File: src/rtl/bcd_to_binary_if.sv
// Request/result bundle for the sequential four-digit BCD to binary converter.
// The requester drives start/bcd_in and the converter returns binary, done, busy and error.
interface bcd_to_binary_if;
    logic        start;
    logic [15:0] bcd_in;
    logic [13:0] binary;
    logic        done;
    logic        busy;
    logic        error;

    modport master (
        output start,
        output bcd_in,
        input  binary,
        input  done,
        input  busy,
        input  error
    );

    modport slave (
        input  start,
        input  bcd_in,
        output binary,
        output done,
        output busy,
        output error
    );
endinterface

File: src/rtl/bcd_to_binary.sv
// Sequential BCD to binary converter: one digit per cycle, MSD first, 4-cycle latency.
// Define BCD_TO_BINARY_CHECK_EN to reject digits above 9 with a done+error pulse.
module bcd_to_binary (
    input  logic            clk,
    input  logic            rst,
    bcd_to_binary_if.slave  bus
);

    localparam logic [0:0] IDLE = 1'b0;
    localparam logic [0:0] CONV = 1'b1;

    logic [0:0]  state;
    logic [15:0] digits;
    logic [13:0] acc;
    logic [1:0]  cnt;
    logic [13:0] binary_q;
    logic        done_q;
    logic        busy_q;
    logic [13:0] acc_next;

    // acc*10 built from shifts; every term is kept to 14 bits so the sum wraps mod 16384
    function automatic logic [13:0] mul10_add(input logic [13:0] a, input logic [3:0] d);
        logic [13:0] a8;
        logic [13:0] a2;
        a8 = a << 3;
        a2 = a << 1;
        return a8 + a2 + {10'd0, d};
    endfunction

    assign acc_next = mul10_add(acc, digits[15:12]);

`ifdef BCD_TO_BINARY_CHECK_EN
    logic error_q;
    logic bad_pend;
    logic has_bad;

    function automatic logic any_digit_invalid(input logic [15:0] v);
        return (v[15:12] > 4'd9) || (v[11:8] > 4'd9) ||
               (v[7:4]   > 4'd9) || (v[3:0]  > 4'd9);
    endfunction

    assign has_bad = any_digit_invalid(bus.bcd_in);

    always_ff @(posedge clk or posedge rst) begin
        if (rst) begin
            state    <= IDLE;
            digits   <= '0;
            acc      <= '0;
            cnt      <= '0;
            binary_q <= '0;
            done_q   <= 1'b0;
            busy_q   <= 1'b0;
            error_q  <= 1'b0;
            bad_pend <= 1'b0;
        end else begin
            done_q <= 1'b0;
            case (state)
                IDLE: begin
                    if (bad_pend) begin
                        // rejected request reports one cycle after capture, binary untouched
                        done_q   <= 1'b1;
                        error_q  <= 1'b1;
                        bad_pend <= 1'b0;
                    end else if (bus.start) begin
                        digits  <= bus.bcd_in;
                        acc     <= '0;
                        cnt     <= '0;
                        error_q <= 1'b0;
                        if (has_bad) begin
                            bad_pend <= 1'b1;
                        end else begin
                            state  <= CONV;
                            busy_q <= 1'b1;
                        end
                    end
                end
                CONV: begin
                    acc    <= acc_next;
                    digits <= digits << 4;
                    cnt    <= cnt + 2'd1;
                    if (cnt == 2'd3) begin
                        binary_q <= acc_next;
                        done_q   <= 1'b1;
                        busy_q   <= 1'b0;
                        state    <= IDLE;
                    end
                end
                default: state <= IDLE;
            endcase
        end
    end

    assign bus.error = error_q;
`else
    always_ff @(posedge clk or posedge rst) begin
        if (rst) begin
            state    <= IDLE;
            digits   <= '0;
            acc      <= '0;
            cnt      <= '0;
            binary_q <= '0;
            done_q   <= 1'b0;
            busy_q   <= 1'b0;
        end else begin
            done_q <= 1'b0;
            case (state)
                IDLE: begin
                    if (bus.start) begin
                        digits <= bus.bcd_in;
                        acc    <= '0;
                        cnt    <= '0;
                        state  <= CONV;
                        busy_q <= 1'b1;
                    end
                end
                CONV: begin
                    // nibbles above 9 are accumulated at face value
                    acc    <= acc_next;
                    digits <= digits << 4;
                    cnt    <= cnt + 2'd1;
                    if (cnt == 2'd3) begin
                        binary_q <= acc_next;
                        done_q   <= 1'b1;
                        busy_q   <= 1'b0;
                        state    <= IDLE;
                    end
                end
                default: state <= IDLE;
            endcase
        end
    end

    assign bus.error = 1'b0;
`endif

    assign bus.binary = binary_q;
    assign bus.done   = done_q;
    assign bus.busy   = busy_q;

endmodule

File: src/flat_wrapper.sv
// flat-port wrapper written by rule: the top's interface ports become plain ports
module bcd_to_binary_flat 
  (clk, rst, bus_start, bus_bcd_in, bus_binary, bus_done, bus_busy, bus_error);
  bcd_to_binary_if bus_i ();
  input  logic clk;
  input  logic rst;
  input wire logic [$bits(bus_i.start)-1:0] bus_start;
  input wire logic [$bits(bus_i.bcd_in)-1:0] bus_bcd_in;
  output wire logic [$bits(bus_i.binary)-1:0] bus_binary;
  output wire logic [$bits(bus_i.done)-1:0] bus_done;
  output wire logic [$bits(bus_i.busy)-1:0] bus_busy;
  output wire logic [$bits(bus_i.error)-1:0] bus_error;
  assign bus_i.start = bus_start;
  assign bus_i.bcd_in = bus_bcd_in;
  assign bus_binary = bus_i.binary;
  assign bus_done = bus_i.done;
  assign bus_busy = bus_i.busy;
  assign bus_error = bus_i.error;
  bcd_to_binary u_core (.clk(clk), .rst(rst), .bus(bus_i));
endmodule
File: config.mk
export PLATFORM = sky130hd
export DESIGN_NAME = bcd_to_binary_flat
export DESIGN_NICKNAME = d
export VERILOG_FILES = /design/src/rtl/bcd_to_binary_if.sv /design/src/rtl/bcd_to_binary.sv /design/src/flat_wrapper.sv
export SDC_FILE = /design/constraint.sdc
export NUM_CORES = 1
export LEC_CHECK = 0
export BUFFER_PORTS_ARGS = -buffer_cell sky130_fd_sc_hd__clkbuf_2
export CELL_PAD_IN_SITES_DETAIL_PLACEMENT = 0
export CELL_PAD_IN_SITES_GLOBAL_PLACEMENT = 1
export CORE_ASPECT_RATIO = 0.5
export CORE_MARGIN = 8
export CORE_UTILIZATION = 48
export CTS_CLUSTER_SIZE = 30
export DETAILED_ROUTE_END_ITERATION = 7
export GPL_TIMING_DRIVEN = 0
export MAX_ROUTING_LAYER = met4
export PLACE_DENSITY_LB_ADDON = 0.1
export SYNTH_ARGS = -nofsm -noshare
export SYNTH_HDL_FRONTEND = slang
export SYNTH_SLANG_ARGS = --single-unit
File: constraint.sdc
create_clock -name clk -period 7.8 [get_ports clk]
set_input_delay 0.78 -clock clk [delete_from_list [all_inputs] [get_ports clk]]
set_output_delay 0.78 -clock clk [all_outputs]
set_load 0.005 [all_outputs]
* Yosys cells after proc, flatten, opt, wreduce, memory -nomap -nowiden
Index checks and enable logic that the tools add are counted.
** Word-level totals
- Input port bits :: 19
- Register bits :: 48
- Output and inout port bits :: 17
** Cells by class
- Equal/unequal tests :: 3
- Bitwise gates (word level) :: 1
- Reductions and logical operators :: 2
- Mux-type cells :: 14
- $add $sub $neg :: 3
** Operators with widths (number)
- one-hot mux 16 bit (2 select lines) :: 1
- one-hot mux 13 bit (2 select lines) :: 1
- two-way mux 16 bit :: 1
- adder 14 bit :: 1
- adder 14 x 4 -> 14 bit :: 1
- two-way mux 13 bit :: 1
- two-way mux 1 bit :: 6
- inequality test 2 bit, second input constant :: 2
- one-hot mux 1 bit (2 select lines) :: 2
- one-hot mux 2 bit (2 select lines) :: 1
- AND reduction 2 bit :: 2
- adder 2 x 1 -> 2 bit, second input constant :: 1
- equality test 2 bit, second input constant :: 1
- two-way mux 2 bit :: 1
- inverter 1 bit :: 1

* Longest topological paths before layout
- Depth in word-level cells :: 3
- Gate-level depth with buffers :: 9

* Worst setup path after synthesis
No wires, ideal clock.
- Path kind :: reg-to-reg
- Start :: register u_core.acc[0]
- End :: register u_core.acc[9]
- Slack :: 5291 ps
- Stages on the path, launching flop included :: 10
- Buffers on the path :: 0
- Setup time :: 69 ps
- Arrival :: 2441 ps
- Period minus slack after synthesis :: 2509 ps
- Cell sequence :: dfrtp_1 > inv_1 > fa_1 > inv_1 > ha_1 > a21o_1 > and4_2 > o21a_1 > or4_1 > nand3_1
** Between the ends
- Longest elaborated chain between the ends :: 3
** RTL lines
- start: declaration :: line bcd_to_binary.sv:14 : logic [13:0] acc;
- start signal: assignment :: line bcd_to_binary.sv:118 : acc <= acc_next;
- adder 14 bit :: line bcd_to_binary.sv:27 : return a8 + a2 + {10'd0, d};
- adder 14 x 4 -> 14 bit :: line bcd_to_binary.sv:27
- one-hot mux 13 bit (2 select lines) :: line bcd_to_binary.sv:106 : case (state)
No other way between the ends.
A chain may end at the register's enable or synchronous reset.

* Worst setup path after layout
- Start :: register u_core.acc[0]
- End :: register u_core.binary_q[9] (netlist: u_core.bus.binary[9])
** Between the ends
- Longest elaborated chain between the ends :: 2
** RTL lines
- adder 14 bit :: line bcd_to_binary.sv:27
- adder 14 x 4 -> 14 bit :: line bcd_to_binary.sv:27
- end signal: assignment :: line bcd_to_binary.sv:122 : binary_q <= acc_next;
- end: declaration :: line bcd_to_binary.sv:16 : logic [13:0] binary_q;
No other way between the ends.

==> results.sh <==
export IMPL_pwr_share_seq_pct=30.9
export IMPL_synth_cells=263
export IMPL_fin_ws_ps=5069
export IMPL_postCtsHoldBufs=0
export IMPL_dr_pass1_iters=4
export IMPL_dp_slack_ps=5125
export IMPL_final_hold_viol_count=0
export IMPL_whs_path_depth=2
export IMPL_internal_power_mw=0.8011
export IMPL_max_freq_mhz=366.2
export IMPL_ys_ff_latch=48
export IMPL_clk_latency_ps=290
export IMPL_combPwrFrac_pct=59.1
export IMPL_final_util_pct=55.96
export IMPL_initialDrtViolationCount=117
export IMPL_die_x_um=121.5
export IMPL_clock_sinks=48
export IMPL_drv_cap=0
export IMPL_ctsHtreeMaxLevel=2
export IMPL_pwr_density_cell_nw_per_um2=459.9
export IMPL_port_buffers=33
export IMPL_cts_tree="built"
export IMPL_grt_pass1_vias=2121
export IMPL_irDropWorstVdd_v=0.0001846
export IMPL_fin_skew_ps=5.668
export IMPL_whs_ps=479.9
export IMPL_antennaDiodeCount=0
export IMPL_antenna_left=0
export IMPL_synthesis_nets=307
export IMPL_vias=2073
export IMPL_reg2reg_depth=9
export IMPL_ys_flop_type="dfrtp_1"
export IMPL_drive_gt1_share_pct=16.78
export IMPL_wl_met3_um=249
export IMPL_p_switching_mw=0.5937
export IMPL_fillers=510
export IMPL_required_ps=8030
export IMPL_path_clk_slew_ps=80
export IMPL_seq_area_frac_synth_pct=44.96
export IMPL_yosys_top_cells_count="48 x dfrtp_1, 44 x nand2_1, 23 x ha_1"
export IMPL_ios=36
export IMPL_areaGrowthSynthToFinish_pct=13.54
export IMPL_grt_max_degree=26
export IMPL_clockRootBuffer="clkbuf_8"
export IMPL_antenna_found_initial=0
export IMPL_dp_hpwl_mm=4.603
export IMPL_cpPeakStageDelay_ps=600
export IMPL_final_setup_viol_count=0
export IMPL_post_route_period_util_pct=35.01
export IMPL_regArea_um2=1201
export IMPL_arrival_ps=2960
export IMPL_cellLeakagePower_nw=1.570
export IMPL_wl_met2_mm=2.774
export IMPL_p_total_mw=1.395
export IMPL_grt_first_pass_wirelength_mm=10.48
export IMPL_crit_path_start_kind="register"
export IMPL_rsz0062_at_grt="false"
export IMPL_nets=348
export IMPL_route_detailed_drc=0
export IMPL_vias_per_cell=5.499
export IMPL_power_frac_clock_pct=10.0
export IMPL_path_cells="inv_1, fa_1, inv_1, ha_1, a21o_1, and4_2, o21a_1, or4_1, nand3_1"
export IMPL_setup_tns_ps=0
export IMPL_start_util_pct=49.28
export IMPL_die_area_um2=8353
export IMPL_cts_setup_buffers=0
export IMPL_slew_headroom_pct=48.49
export IMPL_synth_most_common_cell="dfrtp_1"
export IMPL_yosys_warnings=0
export IMPL_wl_met1_mm=2.989
export IMPL_critPathCaptureType="register"
export IMPL_clock_path_buffers=2
export IMPL_avgSynthCellArea_um2=10.16
export IMPL_synth_area_top_cells="dfrtp_1 45%, ha_1 11%, nand2_1 6.2%, mux2i_1 6.0%, o21ai_0 3.7%"
export IMPL_final_max_slew_viol_count=0
export IMPL_min_period_ps=2731
export IMPL_grt_usage_pct=16.16
export IMPL_switching_share_pct=42.56
export IMPL_drt_wl_total_mm=6.032
export IMPL_routabilityCongestion=0.8757
export IMPL_tightest_slew_ps=769.9
export IMPL_critPathMostFrequentCell="inv_1"
export IMPL_multi_input_area_um2=1336
export IMPL_rows=19
export IMPL_cp_slowest_cell="fa_1"
export IMPL_synth_async_sr_flop_share_pct=100.0
export IMPL_cts_buffers=5
export IMPL_synth_top_area_share_pct=44.96
export IMPL_fp_dieH_um=68.75
export IMPL_ys_types=46
export IMPL_top_layer_used="met4"
export IMPL_core_area_um2=5420
export IMPL_syn_area_um2=2671
export IMPL_post_drt_wl_per_cell_um=16.00
export IMPL_ctsResizeCount=0
export IMPL_crit_fanout=6
export IMPL_overflow=0
export IMPL_critPathKind="register to register"
export IMPL_synth_largest_area_cell="dfrtp_1"
export IMPL_min_path_type="register to register"
export IMPL_status="finished clean"
export IMPL_synth_edf_count=0
==> power groups by stage <==
stage	logic (mW)	clock network (mW)	registers (mW)
6_report	0.825	0.140	0.431
5_1_grt	0.933	0.156	0.444
4_1_cts	0.834	0.146	0.431
3_5_place_dp	0.829	0	0.436
3_3_place_gp	0.799	0	0.433
2_1_floorplan	0.623	0	0.423
==> placed cells by master (no fill, tap or decap), types with 5 or more instances in the layout <==
| master | n |
|---|---|
| a21o_1 | 7 |
| nand2_1 | 44 |
| o31ai_1 | 5 |
| mux2i_1 | 16 |
| clkbuf_2 | 33 |
| o21ai_0 | 20 |
| a21oi_1 | 5 |
| nor2_1 | 13 |
| a22o_1 | 5 |
| inv_1 | 11 |
| ha_1 | 23 |
| clkbuf_8 | 7 |
| dfrtp_1 | 48 |
| clkbuf_1 | 6 |
==> final timing paths <==
kind / startpoint / end / slack (ps)
setup / recovery: u_core.acc[0] / u_core.bus.binary[9] / 5070
hold / removal: u_core.bus.binary[7] / u_core.bus.binary[7] / 480
setup reg to reg: u_core.acc[0] / u_core.bus.binary[9] / 5070
hold reg to reg: u_core.bus.binary[7] / u_core.bus.binary[7] / 480
max in group asynchronous: rst / u_core.acc[9] / 6750
min in group asynchronous: rst / u_core.digits[0] / 520
==> metal layers <==
layer	track usage (%)	up-vias
met5	-	-
met4	2.588	0
met3	3.981	2
met2	26.65	53
met1	20.33	1005
li1	-	1013
==> sequential cells by signal, indices dropped and copies added (netlist names) <==
| register | count |
|---|---|
| u_core.digits | 16 |
| u_core.bus.binary | 14 |
| u_core.acc | 13 |
| u_core.cnt | 2 |
| u_core.bus.busy | 1 |
| u_core.bus.done | 1 |
| u_core.state | 1 |
==> critical path, delay by kind of cell, from the launching register on <==
family / cells / cell delay, ps
adder cells (fa/ha/maj): 2 / 890
AND/OR/NAND/NOR: 3 / 860
buffers and inverters: 2 / 130
flip-flops: 1 / 350
AO/OA/AOI/OAI: 2 / 430
==> stage by stage <==
step | instance area [µm²] | std cells
after floorplan | 2671 | 263
after global placement | 2928 | 369
after detailed placement | 2955 | 370
after CTS | 3033 | 377
after global routing | 3033 | 377
final | 3033 | 377
==> final cells by class <==
| type | count | area share (%) |
|---|---|---|
| clock inverters | 1 | 0.1650 |
| flip-flops and latches | 48 | 39.60 |
| well taps | 73 | 3.012 |
| inverters | 13 | 1.609 |
| repair buffers | 34 | 6.353 |
| multi-input cells | 190 | 44.06 |
| clock buffers | 6 | 2.393 |
| plain buffers | 12 | 2.805 |
==> logic make-up after synthesis <==
logic type / share of synthesized area, %
simple gates: 13.30
compound gates: 15.50
xor+xnor: 1.967
other cells: 0.1404
fa+ha+maj: 12.27
flops: 44.96
mux: 6.838
buf+inv: 5.011
No activity file was read; power rests on OpenSTA's default activity.
